### src/rtl/mips_pkg.sv
// Shared constants for the 8-bit multicycle MIPS core:
// opcodes, funct codes, ALU control codes and controller state encodings.
package mips_pkg;

    localparam logic [5:0] OP_LB    = 6'b100000;
    localparam logic [5:0] OP_SB    = 6'b101000;
    localparam logic [5:0] OP_RTYPE = 6'b000000;
    localparam logic [5:0] OP_BEQ   = 6'b000100;
    localparam logic [5:0] OP_BNE   = 6'b000101;
    localparam logic [5:0] OP_J     = 6'b000010;
    localparam logic [5:0] OP_ADDI  = 6'b001000;

    localparam logic [5:0] F_ADD = 6'b100000;
    localparam logic [5:0] F_SUB = 6'b100010;
    localparam logic [5:0] F_AND = 6'b100100;
    localparam logic [5:0] F_OR  = 6'b100101;
    localparam logic [5:0] F_SLT = 6'b101010;

    localparam logic [2:0] ALU_ADD = 3'b010;
    localparam logic [2:0] ALU_SUB = 3'b110;
    localparam logic [2:0] ALU_AND = 3'b000;
    localparam logic [2:0] ALU_OR  = 3'b001;
    localparam logic [2:0] ALU_SLT = 3'b111;

    // AOP_NONE parks alucont at 000 in states that do not use the ALU
    typedef enum logic [1:0] {
        AOP_ADD   = 2'b00,
        AOP_SUB   = 2'b01,
        AOP_FUNCT = 2'b10,
        AOP_NONE  = 2'b11
    } aluop_t;

    typedef enum logic [4:0] {
        S_FETCH1  = 5'd0,
        S_FETCH2  = 5'd1,
        S_FETCH3  = 5'd2,
        S_FETCH4  = 5'd3,
        S_DECODE  = 5'd4,
        S_MEMADR  = 5'd5,
        S_LBRD    = 5'd6,
        S_LBWR    = 5'd7,
        S_SBWR    = 5'd8,
        S_RTYPEEX = 5'd9,
        S_RTYPEWR = 5'd10,
        S_BEQEX   = 5'd11,
        S_JEX     = 5'd12,
        S_ADDIEX  = 5'd13,
        S_ADDIWR  = 5'd14,
        S_BNEEX   = 5'd15,
        S_HALT    = 5'd16
    } state_t;

endpackage

### src/rtl/mips_controller_aludec.sv
// ALU decoder: maps the FSM's aluop plus the instruction funct field
// onto the 3-bit ALU control code.
module mips_aludec
    import mips_pkg::*;
(
    input  aluop_t      i_aluop,
    input  logic [5:0]  i_funct,
    output logic [2:0]  o_alucont
);

    always_comb begin
        o_alucont = ALU_AND;
        case (i_aluop)
            AOP_ADD: o_alucont = ALU_ADD;
            AOP_SUB: o_alucont = ALU_SUB;
            AOP_FUNCT: begin
                case (i_funct)
                    F_SUB:   o_alucont = ALU_SUB;
                    F_AND:   o_alucont = ALU_AND;
                    F_OR:    o_alucont = ALU_OR;
                    F_SLT:   o_alucont = ALU_SLT;
                    default: o_alucont = ALU_ADD;
                endcase
            end
            default: o_alucont = ALU_AND;
        endcase
    end

endmodule

### src/rtl/mips_controller.sv
// Multicycle Moore control FSM for the 8-bit MIPS core.
// Define MIPS_CTRL_BNE_EN to decode BNE (op 000101) into BNEEX.
module mips_controller
    import mips_pkg::*;
#(
    parameter int STATE_W      = 5,
    parameter bit ILLEGAL_HALT = 1'b0
)
(
    input  logic               clk,
    input  logic               reset,
    input  logic [5:0]         op,
    input  logic [5:0]         funct,
    input  logic               zero,
    output logic               memread,
    output logic               memwrite,
    output logic               pcen,
    output logic               iord,
    output logic [3:0]         irwrite,
    output logic               regdst,
    output logic               memtoreg,
    output logic               regwrite,
    output logic               alusrca,
    output logic [1:0]         alusrcb,
    output logic [2:0]         alucont,
    output logic [1:0]         pcsource,
    output logic [STATE_W-1:0] state,
    output logic               halted
);

    state_t      r_state;
    state_t      w_next;
    aluop_t      w_aluop;
    logic        w_memread, w_memwrite, w_pcen, w_iord;
    logic [3:0]  w_irwrite;
    logic        w_regdst, w_memtoreg, w_regwrite, w_alusrca;
    logic [1:0]  w_alusrcb, w_pcsource;
    logic [2:0]  w_alucont;
    logic        w_halted;

    always_ff @(posedge clk or posedge reset) begin
        if (reset) r_state <= S_FETCH1;
        else       r_state <= w_next;
    end

    always_comb begin
        w_next     = S_FETCH1;
        w_aluop    = AOP_NONE;
        w_memread  = 1'b0;
        w_memwrite = 1'b0;
        w_pcen     = 1'b0;
        w_iord     = 1'b0;
        w_irwrite  = 4'b0000;
        w_regdst   = 1'b0;
        w_memtoreg = 1'b0;
        w_regwrite = 1'b0;
        w_alusrca  = 1'b0;
        w_alusrcb  = 2'b00;
        w_pcsource = 2'b00;
        w_halted   = 1'b0;
        case (r_state)
            S_FETCH1, S_FETCH2, S_FETCH3, S_FETCH4: begin
                w_memread = 1'b1;
                w_pcen    = 1'b1;
                w_alusrcb = 2'b01;
                w_aluop   = AOP_ADD;
                w_irwrite = 4'b0001 << r_state[1:0];
                w_next    = (r_state == S_FETCH4) ? S_DECODE
                                                  : state_t'(r_state + 5'd1);
            end
            S_DECODE: begin
                w_alusrcb = 2'b11;
                w_aluop   = AOP_ADD;
                case (op)
                    OP_LB, OP_SB: w_next = S_MEMADR;
                    OP_RTYPE:     w_next = S_RTYPEEX;
                    OP_BEQ:       w_next = S_BEQEX;
                    OP_J:         w_next = S_JEX;
                    OP_ADDI:      w_next = S_ADDIEX;
`ifdef MIPS_CTRL_BNE_EN
                    OP_BNE:       w_next = S_BNEEX;
`endif
                    default:      w_next = ILLEGAL_HALT ? S_HALT : S_FETCH1;
                endcase
            end
            S_MEMADR: begin
                w_alusrca = 1'b1;
                w_alusrcb = 2'b10;
                w_aluop   = AOP_ADD;
                if (op == OP_LB)      w_next = S_LBRD;
                else if (op == OP_SB) w_next = S_SBWR;
            end
            S_LBRD: begin
                w_memread = 1'b1;
                w_iord    = 1'b1;
                w_next    = S_LBWR;
            end
            S_LBWR: begin
                w_regwrite = 1'b1;
                w_memtoreg = 1'b1;
            end
            S_SBWR: begin
                w_memwrite = 1'b1;
                w_iord     = 1'b1;
            end
            S_RTYPEEX: begin
                w_alusrca = 1'b1;
                w_aluop   = AOP_FUNCT;
                w_next    = S_RTYPEWR;
            end
            S_RTYPEWR: begin
                w_regdst   = 1'b1;
                w_regwrite = 1'b1;
            end
            S_BEQEX: begin
                w_alusrca  = 1'b1;
                w_aluop    = AOP_SUB;
                w_pcsource = 2'b01;
                w_pcen     = zero;
            end
`ifdef MIPS_CTRL_BNE_EN
            S_BNEEX: begin
                w_alusrca  = 1'b1;
                w_aluop    = AOP_SUB;
                w_pcsource = 2'b01;
                w_pcen     = ~zero;
            end
`endif
            S_JEX: begin
                w_pcsource = 2'b10;
                w_pcen     = 1'b1;
            end
            S_ADDIEX: begin
                w_alusrca = 1'b1;
                w_alusrcb = 2'b10;
                w_aluop   = AOP_ADD;
                w_next    = S_ADDIWR;
            end
            S_ADDIWR: w_regwrite = 1'b1;
            S_HALT: begin
                w_halted = 1'b1;
                w_next   = S_HALT;
            end
            default: w_next = S_FETCH1;
        endcase
    end

    mips_aludec u_aludec (
        .i_aluop   (w_aluop),
        .i_funct   (funct),
        .o_alucont (w_alucont)
    );

    // Reset masks everything so nothing leaks out before the first edge
    assign memread  = w_memread  & ~reset;
    assign memwrite = w_memwrite & ~reset;
    assign pcen     = w_pcen     & ~reset;
    assign iord     = w_iord     & ~reset;
    assign irwrite  = reset ? 4'b0000 : w_irwrite;
    assign regdst   = w_regdst   & ~reset;
    assign memtoreg = w_memtoreg & ~reset;
    assign regwrite = w_regwrite & ~reset;
    assign alusrca  = w_alusrca  & ~reset;
    assign alusrcb  = reset ? 2'b00 : w_alusrcb;
    assign alucont  = reset ? 3'b000 : w_alucont;
    assign pcsource = reset ? 2'b00 : w_pcsource;
    assign halted   = w_halted   & ~reset;
    assign state    = STATE_W'(r_state);

endmodule

### config.mk
export PLATFORM = sky130hd
export DESIGN_NAME = mips_controller
export DESIGN_NICKNAME = d
export VERILOG_FILES = /design/src/rtl/mips_pkg.sv /design/src/rtl/mips_controller_aludec.sv /design/src/rtl/mips_controller.sv
export SDC_FILE = /design/constraint.sdc
export NUM_CORES = 1
export LEC_CHECK = 0
export CORE_MARGIN = 5
export CORE_UTILIZATION = 40
export DETAILED_ROUTE_END_ITERATION = 10
export GPL_TIMING_DRIVEN = 1
export HOLD_SLACK_MARGIN = 0.05
export PLACE_DENSITY = 0.92
export SLEW_MARGIN = 20
export SYNTH_ARGS = -nofsm -noshare
export SYNTH_HDL_FRONTEND = slang
export SYNTH_SLANG_ARGS = --single-unit
### constraint.sdc
create_clock -name clk -period 4.6 [get_ports clk]
set_input_delay 0.92 -clock clk [delete_from_list [all_inputs] [get_ports clk]]
set_output_delay 0.92 -clock clk [all_outputs]
set_load 0.01 [all_outputs]
==> results of run 1 <==
## cells by family (layout without fill, tap and decap cells)
logic type               count (synthesis)  count (layout)  share of synthesized area, %
AND/OR/NAND/NOR                         58              58                          44.9
AO/OA/AOI/OAI                           26              26                          22.4
buffers and inverters                   15              51                          9.80
flip-flops                               5               5                          16.3
adder cells (fa/ha/maj)                  4               4                          6.54
## layout make-up
| type | instances | share of cell area, % |
|---|---|---|
| multi-input cells | 88 | 48.4 |
| repair buffers | 39 | 33.4 |
| flip-flops and latches | 5 | 10.7 |
| well taps | 25 | 2.68 |
| inverters | 8 | 2.57 |
| clock buffers | 4 | 2.25 |
## metrics by stage
stage                     hold slack (ns)  total power, mW  std cells  instance area [um2]
after global routing                0.758            0.511        169                 1170
after global placement              0.678            0.406        165                 1140
after detailed placement            0.703            0.416        165                 1140
after floorplan                     0.691            0.294        108                  766
final                               0.734            0.474        169                 1170
after CTS                           0.709            0.472        169                 1170
## metal layers
layer	GRT usage [%]	share of wire (%)	vias to the layer above
met5	0	0	-
met4	5.96	0.25	0
met3	3.32	13	2
met2	30.6	45	58
met1	21.3	42	456
li1	-	-	469
## worst paths after layout
check                                    from                  to  slack, ns  cells after the start
hold / removal             state[0]$_DFF_PP0_  state[0]$_DFF_PP0_       0.73                      3
max in group asynchronous               reset  state[1]$_DFF_PP0_       3.45                      2
hold reg to reg            state[0]$_DFF_PP0_  state[0]$_DFF_PP0_       0.73                      3
min in group asynchronous               reset  state[3]$_DFF_PP0_       0.95                      2
setup / recovery                        reset          alucont[0]       0.85                      5
setup reg to reg           state[0]$_DFF_PP0_  state[0]$_DFF_PP0_       2.94                      4
## power by group
part           total, mW  switching (mW)  internal, mW
clock network     0.0520          0.0191        0.0329
logic              0.345           0.176         0.169
registers         0.0767          0.0206        0.0561
## worst register-to-register path, stage by stage, from the launching register on
cell	delay, ns
dfrtp_1	0.40
ha_1	0.35
nor4_1	0.51
nand3_1	0.13
o211ai_1	0.16
## placed cells by master (no fill, tap or decap), types with 2 or more instances in the layout
| cell | instances |
|---|---|
| nand4b_1 | 2 |
| a41oi_1 | 2 |
| nand2_1 | 6 |
| a21oi_1 | 8 |
| nor3b_1 | 2 |
| a31oi_1 | 2 |
| and3_1 | 4 |
| o211ai_1 | 5 |
| clkbuf_4 | 3 |
| nor3_1 | 2 |
| nand2b_1 | 5 |
| dfrtp_1 | 5 |
| ha_1 | 4 |
| nor4_1 | 2 |
| and3_2 | 3 |
| o21ai_0 | 3 |
| nor2b_1 | 3 |
| nand3_1 | 4 |
| clkdlybuf4s50_1 | 39 |
| nor2_1 | 11 |
| nand4_1 | 4 |
| inv_1 | 8 |
==> metrics.txt, run 1 <==
Final nets 164; setup TNS 0 ns; Seq/Total Area, Yosys 16.3%; clock root buffer master clkbuf_4; vias per cell 5.83; # diodes 0; synth warn 0; status finished, final reports clean; Distinct cells, synth 40; CTS Hold Bufs 0; most frequent cell after synthesis nor2_1; crit-path most repeated cell clkdlybuf4s50_1; arrival time worst endpoint 2.83 ns; share of the synthesized area in the top cell type 16.3%; Worst-Margin Slew 0.587 ns; Synth Cell Area 766 um2; synth top area cells dfrtp_1 16%, ha_1 6.5%, nor2_1 5.4%, a21oi_1 5.2%, o211ai_1 4.9%; Avg WL per Cell 14.4 um; Setup crit end kind output port; HP Class register to register; CTS tree yes; clk buf depth 2; pre-CTS WS 0.862 ns; Largest register FFs 5; Resized Gates After CTS 0; Max Fanout on Critical Path 11; Initial Util 43.4%; DR vias 985; critical path's top delay family buffers and inverters; layout cells sized above 1 8.33%; critical-path cell list clkdlybuf4s50_1, nor2_1, nand2_2, a211oi_1, clkdlybuf4s50_1; Power Density 405 nW/um2; max-cap violations 0; DRC viols 0; Startpoint Class input port; TritonCTS Sinks 5; vias in the first global route 893; GRT Overall Usage 17.6%; largest net degree at the start of global routing 17; Main synth FF type dfrtp_1; clock insertion delay at the later pin of the skew report 0.25 ns; IO Pins 40; CTS buffer count 3; async set-reset flop share out of synthesis 100%; Die W 53.8 um; syn nets 127; port bufs 39; VDD IR max 0.314 mV; Syn Area/Cell 7.09 um2; Die Span Y 53.8 um; register bit total from synthesis 5; fin crit share 81.5%; critical path class input port to output port; largest area contributor in the netlist dfrtp_1; number of buffers and inverters on the critical path 2; first-pass GRT wire length 3870 um; Placer Congestion 0.873; min Tclk post-route 3.75 ns; Setup WS post-layout 0.851 ns; max-slew violations 0; GR Overflow Total 0; fin util 66.2%; RSZ-0062 raised after global routing no; FMAX 267 MHz; CP required 3.68 ns; initial antenna violation count 0; DP Wirelength 1890 um; Fill cells 172; Clock Pin Slew Worst Setup and Hold Paths 0.04 ns; final wirelength 2440 um; Core Area 1760 um2; CP max stage delay 0.60 ns; P_leak 0.442 nW; Synth top cells by count 11 x nor2_1, 8 x a21oi_1, 8 x inv_1; storage element area 125 um2; postcts setup bufs 0; final hold vios 0; Layout Skew 0.0128 ns; ANT nets after route 0; H-Tree Depth 1; setup violators final 0; multi-input logic area 566 um2; Gate Count Post-Synth 108; Slowest cell on crit path clkdlybuf4s50_1; synthesis-to-finish area growth 52.6%; Post-synth EDFFs 0; Slew Limit Headroom 60.7%; Die ar. 2890 um2; initial drt markers 27; first-pass iteration count of the detailed router 4; Rows 15
Note: power is estimated with default switching activity, not from simulation.
==> run 2, diff against run 1 <==
--- a/config.mk
+++ b/config.mk
@@ -6,11 +6,11 @@
 export NUM_CORES = 1
 export LEC_CHECK = 0
 export CORE_MARGIN = 5
-export CORE_UTILIZATION = 40
+export CORE_UTILIZATION = 35
 export DETAILED_ROUTE_END_ITERATION = 10
 export GPL_TIMING_DRIVEN = 1
 export HOLD_SLACK_MARGIN = 0.05
-export PLACE_DENSITY = 0.92
+export PLACE_DENSITY = 0.86
 export SLEW_MARGIN = 20
 export SYNTH_ARGS = -nofsm -noshare
 export SYNTH_HDL_FRONTEND = slang
==> constraint.sdc (replaced) <==
create_clock -name clk -period 3.16 [get_ports clk]
set_input_delay 0.632 -clock clk [delete_from_list [all_inputs] [get_ports clk]]
set_output_delay 0.632 -clock clk [all_outputs]
set_load 0.01 [all_outputs]
==> run 2 against run 1 <==
Net effect:
- sequential share of layout area shrank 0.17 points
- clock skew decreased by 0.010 ns
- via count decreased by 4.2%
- setup slack worse by 0.64 ns
- clock power rose by 38%
- non-clock buffer count grew 2
- critical endpoint unchanged
- highest routed layer is now met3
==> metrics.txt, run 2 (same netlist as run 1, synthesis figures left out) <==
Die ar. 3220 um2; first-pass iteration count of the detailed router 4; P_leak 0.452 nW; Resized Gates After CTS 0; Max Fanout on Critical Path 4; DRC viols 0; fin util 55.3%; Avg WL per Cell 13.9 um; vias in the first global route 889; final hold vios 0; RSZ-0062 raised after global routing no; TritonCTS Sinks 5; crit-path most repeated cell clkdlybuf4s50_1; first-pass GRT wire length 3930 um; Setup crit end kind output port; GR Overflow Total 0; DR vias 944; clock root buffer master clkbuf_4; setup violators final 0; max-cap violations 0; Largest register FFs 5; IO Pins 40; critical path class input port to output port; Sw Ratio 44.4%; max-slew violations 0; Final nets 166; most frequent cells in the layout 39 x clkdlybuf4s50_1, 11 x nor2_1, 8 x inv_1, 8 x a21oi_1, 6 x nand2_1; Worst-Margin Slew 0.455 ns; Startpoint Class input port; Layout Skew 0.00242 ns; number of buffers and inverters on the critical path 2; DP Wirelength 1890 um; synthesis-to-finish area growth 55.1%; Placer Congestion 0.773; most common cell after layout, fill and taps aside clkdlybuf4s50_1; Placed Instance Area 1160 um2; clock insertion delay at the later pin of the skew report 0.24 ns; setup TNS 0 ns; vias per cell 5.43; GRT Overall Usage 14.7%; Clk network pwr share 10.4%; clk buf depth 2; largest net degree at the start of global routing 17; Die Span Y 56.8 um; FMAX 339 MHz; Reg2Reg Setup Slack 1.46 ns; Clock Pin Slew Worst Setup and Hold Paths 0.04 ns; port bufs 39; Core Area 2150 um2; initial antenna violation count 0; initial drt markers 16; fin crit share 93.4%; layout cells sized above 1 9.59%; final wirelength 2410 um; Power Density 579 nW/um2; Setup WS post-layout 0.208 ns; Die W 56.8 um; Pwr Total 0.688 mW; H-Tree Depth 1; critical-path cell list clkdlybuf4s50_1, nor2b_1, nand4_1, a211oi_1, clkdlybuf4s50_1; sequential power share 16.1%; CP required 2.53 ns; # diodes 0; HP Class input port to async pin; Rows 17; status finished, final reports clean; final instance area 1190 um2; Power Internal 0.383 mW; pre-CTS WS 0.205 ns; VDD IR max 0.340 mV; CTS tree yes; NetSw 0.305 mW; Initial Util 35.6%; critical path's top delay family buffers and inverters; CP max stage delay 0.57 ns; combinational cell fraction of total power 73.5%; postcts setup bufs 0; CTS buffer count 3; Slew Limit Headroom 69.6%; min Tclk post-route 2.95 ns; Slowest cell on crit path clkdlybuf4s50_1; ANT nets after route 0; CTS Hold Bufs 0; arrival time worst endpoint 2.32 ns
==> run 2: layout make-up <==
cell class	count	area, um2
fillers	198	961
multi-input cells	88	566
repair buffers	41	405
flip-flops and latches	5	125
well taps	28	35.0
inverters	8	30.0
clock buffers	4	26.3
==> run 2: metrics by stage <==
| stage | hold WS [ns] | instances |
|---|---|---|
| 6_report | 0.672 | 174 |
| 4_1_cts | 0.673 | 174 |
| 5_1_grt | 0.702 | 174 |
| 2_1_floorplan | 0.416 | 108 |
| 3_5_place_dp | 0.686 | 170 |
| 3_3_place_gp | 0.679 | 170 |
==> run 2: power by group through the flow <==
stage	logic [mW]	registers [mW]	clock network [mW]
after floorplan	0.322	0.106	0
after global placement	0.488	0.112	0
after detailed placement	0.500	0.112	0
after CTS	0.504	0.111	0.0765
after global routing	0.551	0.115	0.0792
final	0.506	0.111	0.0715
==> run 2: final timing paths <==
kind                       cells after the start                from            endpoint
setup / recovery                               5            funct[5]          alucont[0]
hold / removal                                 2               reset  state[2]$_DFF_PP0_
setup reg to reg                               6  state[0]$_DFF_PP0_  state[1]$_DFF_PP0_
hold reg to reg                                3  state[0]$_DFF_PP0_  state[0]$_DFF_PP0_
max in group asynchronous                      2               reset  state[1]$_DFF_PP0_
min in group clk                               3  state[0]$_DFF_PP0_  state[0]$_DFF_PP0_
==> run 2: metal layers <==
| layer | GRT usage [%] | share of wire (%) |
|---|---|---|
| met5 | 0 | 0 |
| met4 | 3.97 | 0 |
| met3 | 3.22 | 6.8 |
| met2 | 26.4 | 49 |
| met1 | 17.3 | 44 |
==> patch 1 (flow settings as in run 2) <==
The parameter `ILLEGAL_HALT` goes from 1'b0 to 1'b1.
--- a/src/rtl/mips_controller.sv
+++ b/src/rtl/mips_controller.sv
@@ -4,7 +4,7 @@
     import mips_pkg::*;
 #(
     parameter int STATE_W      = 5,
-    parameter bit ILLEGAL_HALT = 1'b0
+    parameter bit ILLEGAL_HALT = 1'b1
 )
 (
     input  logic               clk,
Function: changed (a bounded check fails within 10 cycles, from zero or initial values and one cycle with reset high).
==> patch 1 against run 2 <==
  * Sequential cell count unchanged
  * Power decreased by 4.0%
  * Setup slack got worse by 55 ps
  * Area after synthesis increased by 0.98%
  * Wire length decreased by 0.21%
  * Die area increased by 0.79%
  * Largest cell class unchanged
  * Fmax decreased by 1.8%
  * Cell area increased by 2.3%
  * Largest power group unchanged
==> patch 1: results <==
metrics = {
    "pwr": {
        "power_leakage_nw": 0.474,
        "p_clk_frac": 0.108,
        "p_int_mw": 0.366,
        "ir_drop_uv": 339,
        "power_mw": 0.660,
        "pg_seq_mw": 0.107,
    },
    "synthesis": {
        "synth-adder-area-share": 0.0777,
        "synth_flop_cell": "dfrtp_1",
        "synthTopCellsByCount": "nand2_1 (10), nor2_1 (10), nor3_1 (8), and3_1 (7), nand2b_1 (6)",
        "synth_top_cells_by_area": "dfrtp_1 (16%), ha_1 (6.5%), and3_1 (5.7%)",
        "ys_types": 42,
        "synthCells": 107,
        "synth-compound-area-share": 0.212,
        "yosysSeqAreaShare": 0.162,
        "synth_xor_area_frac": 0.0113,
        "syn_nets": 126,
        "muxShareOfSynthArea": 0,
    },
    "grt": {
        "grt_use_total": 0.147,
        "grt_pass1_wl_um": 3970,
        "grt_max_degree": 20,
        "grtUsageMet3": 0.0226,
        "met2_usage": 0.268,
        "grt_pass1_vias": 898,
    },
    "setup_path": {
        "path_buf_inv": 2,
        "reg2reg_depth": 4,
        "cp-startpoint": "funct[2]",
        "crit_end": "alucont[1]",
        "cpPeakStageDelay_ps": 530,
        "crit_path_max_fanout": 2,
        "r2r_start": "state[0]$_DFF_PP0_",
        "cp.arrival_ps": 2380,
        "worst_r2r_endpoint": "state[2]$_DFF_PP0_",
    },
    "placed_design": {
        "place.detailed.hpwl_um": 1960,
        "post-place-ws_ps": 142,
        "place_congestion": 0.887,
        "numPlacedInstances": 171,
    },
    "drt": {
        "routed_wl_um": 2410,
        "drt-vias-per-instance": 5.45,
        "drt-initial-drc-count": 31,
    },
    "cells_and_area": {
        "fin_cells": 175,
        "largest_register_ffs": 5,
        "finalInstanceArea_um2": 1210,
        "fillers": 211,
        "drive_gt1_frac": 0.116,
    },
    "clock_network": {
        "root_buffer": "clkbuf_4",
        "insertion_delay_ps": 240,
        "max-clock-path-buffers": 2,
        "clk_pin_slew_ps": 40,
    },
    "timing": {
        "skew_ps": 2.29,
        "whs_ps": 574,
        "post-route-min-period_ps": 3010,
        "slew-limit-headroom": 0.604,
    },
    "run_status": {
        "status": "finished, final reports clean",
    },
    "worst_hold_path": {
        "min_path_type": "register to register",
    },
}
patch 1: cell count changes after synthesis, moves of 3 or more:
| cell | run 2 | this run |
|---|---|---|
| nand2_1 | 6 | 10 |
| nand4_1 | 4 | 1 |
| and3_1 | 4 | 7 |
| o211ai_1 | 5 | 1 |
| and3_2 | 3 | 0 |
| inv_1 | 8 | 3 |
| a21oi_1 | 8 | 5 |
| nor3_1 | 2 | 8 |
patch 1: final cells by class:
cell class	count	share of cell area
clock buffers	4	0.0216
multi-input cells	91	0.488
repair buffers	43	0.346
inverters	4	0.0124
flip-flops and latches	5	0.103
well taps	28	0.0288
patch 1: repair_timing:
action / CTS / global route
gates resized for setup: 0 / 1
hold buffers: 0 / 0
setup endpoints to repair: 0 / 3
patch 1: routing by layer:
layer,part of all wire,routed length [um]
met1,0.39,942
met2,0.50,1210
met3,0.097,234
met4,0.010,24
met5,0,0
==> patch 2 (config.mk and constraints of run 2) <==
Without the edit above. Add an input register stage for `op` and `funct`, without a reset; this delays them by one clock. The other inputs are not delayed to match.
--- a/src/rtl/mips_controller.sv
+++ b/src/rtl/mips_controller.sv
@@ -27,6 +27,14 @@
     output logic [STATE_W-1:0] state,
     output logic               halted
 );
+
+    logic [5:0] op_q;
+    logic [5:0] funct_q;
+
+    always_ff @(posedge clk) begin
+        op_q    <= op;
+        funct_q <= funct;
+    end
 
     state_t      r_state;
     state_t      w_next;
@@ -71,7 +79,7 @@
             S_DECODE: begin
                 w_alusrcb = 2'b11;
                 w_aluop   = AOP_ADD;
-                case (op)
+                case (op_q)
                     OP_LB, OP_SB: w_next = S_MEMADR;
                     OP_RTYPE:     w_next = S_RTYPEEX;
                     OP_BEQ:       w_next = S_BEQEX;
@@ -87,8 +95,8 @@
                 w_alusrca = 1'b1;
                 w_alusrcb = 2'b10;
                 w_aluop   = AOP_ADD;
-                if (op == OP_LB)      w_next = S_LBRD;
-                else if (op == OP_SB) w_next = S_SBWR;
+                if (op_q == OP_LB)      w_next = S_LBRD;
+                else if (op_q == OP_SB) w_next = S_SBWR;
             end
             S_LBRD: begin
                 w_memread = 1'b1;
@@ -147,7 +155,7 @@
 
     mips_aludec u_aludec (
         .i_aluop   (w_aluop),
-        .i_funct   (funct),
+        .i_funct   (funct_q),
         .o_alucont (w_alucont)
     );
 
Formal check against the unedited RTL: not equivalent (a bounded check fails within 10 cycles, from zero or initial values and one cycle with reset high).
==> patch 2 against run 2 <==
  * Wire length up 7.0%
  * Synthesized cell count up 11%
  * Cell area up 21%
  * Power up 29%
  * Setup slack worse by 13 ps
  * Count of clock-buffer cells in the layout unchanged
  * Worst hold slack worse by 77 ps
  * Utilization down 3.3 points
  * Sequential cell count up 12
  * Area after synthesis up 31%
==> patch 2: results <==
metrics = {
    "cells_and_area": {
        "drive_gt1_frac": 0.0949,
        "fin_cells": 189,
        "clkCellAreaFrac": 0.0183,
        "seq_share": 0.255,
        "bufAreaShareNonClock": 0.283,
        "multi_input_area_share": 0.396,
        "fillers": 265,
        "finalInstanceArea_um2": 1430,
        "fin_nets": 178,
        "non_clock_inverter_count": 8,
    },
    "timing": {
        "slew-limit-headroom": 0.694,
        "timing.final.ws_setup_ps": 196,
        "skew_ps": 3.27,
        "whs_ps": 595,
    },
    "synthesis": {
        "syn_area_per_cell_um2": 8.38,
        "syn-cell-area_um2": 1010,
        "synth_flop_cell": "dfxtp_1",
        "synth_top_cells_by_area": "dfxtp_1 (24%), dfrtp_1 (12%), ha_1 (5.0%)",
        "synthArstFlopShare": 0.294,
        "syn_nets": 139,
        "synthTopCellsByCount": "dfxtp_1 (12), nor2_1 (11), a21oi_1 (8), inv_1 (8), nand2_1 (6)",
        "ys_seq_elements": 17,
        "yosysSeqAreaShare": 0.363,
        "yosys.area.top_type_share": 0.239,
        "ys_types": 41,
    },
    "grt": {
        "grt_pass1_vias": 988,
        "grt_use_total": 0.131,
        "grt_pass1_wl_um": 4410,
    },
    "pwr": {
        "power_mw": 0.885,
        "pg_seq_mw": 0.279,
        "power_leakage_nw": 0.552,
        "power.switching_fraction": 0.386,
        "ir_drop_uv": 427,
        "comb_power_share": 0.558,
    },
    "setup_path": {
        "crit_path_max_fanout": 8,
        "crit_end": "memread",
        "start_kind": "register",
        "reg2reg_depth": 5,
        "cp.arrival_ps": 2330,
        "rrSetupSlack_ps": 1520,
        "slowest_stage": "or4_1",
        "cpPeakStageDelay_ps": 500,
    },
    "placed_design": {
        "place.detailed.hpwl_um": 2040,
        "portBuffers": 39,
        "post-place-ws_ps": 310,
        "place_congestion": 0.812,
    },
    "clock_network": {
        "insertion_delay_ps": 290,
        "post-cts-setup-buffer-count": 0,
        "clk_pin_slew_ps": 90,
        "cts_resized": 0,
    },
    "worst_hold_path": {
        "min_path_type": "register to register",
    },
    "drt": {
        "num_vias": 1019,
        "wl_per_cell_um": 13.7,
        "drt-initial-drc-count": 29,
    },
    "run_status": {
        "status": "finished, final reports clean",
    },
}
patch 2: cell types whose count changed after synthesis, sizes merged:
cell,delta
dfxtp,+12
patch 2: kinds of logic (layout without fill, tap and decap cells):
group	Yosys count	count (layout)	synth area share
DFF	17	17	0.363
buffers and inverters	15	53	0.0746
AOI/OAI and AO/OA	26	26	0.170
adders and majority gates	4	4	0.0498
and+or+nand+nor	58	58	0.342
patch 2: per-layer routing:
metal / track usage / share of wire / up-vias
li1: - / - / 505
met1: 0.153 / 0.40 / 472
met2: 0.212 / 0.50 / 38
met3: 0.0462 / 0.083 / 4
met4: 0.0597 / 0.014 / 0
met5: 0 / 0 / -
patch 2: worst max-delay path: cells and delay by family (launching register included):
kind | cells | cell delay (ps)
AO/OA/AOI/OAI | 1 | 100
flip-flops | 1 | 410
AND/OR/NAND/NOR | 2 | 630
buffers and inverters | 2 | 590
adder cells (fa/ha/maj) | 1 | 310
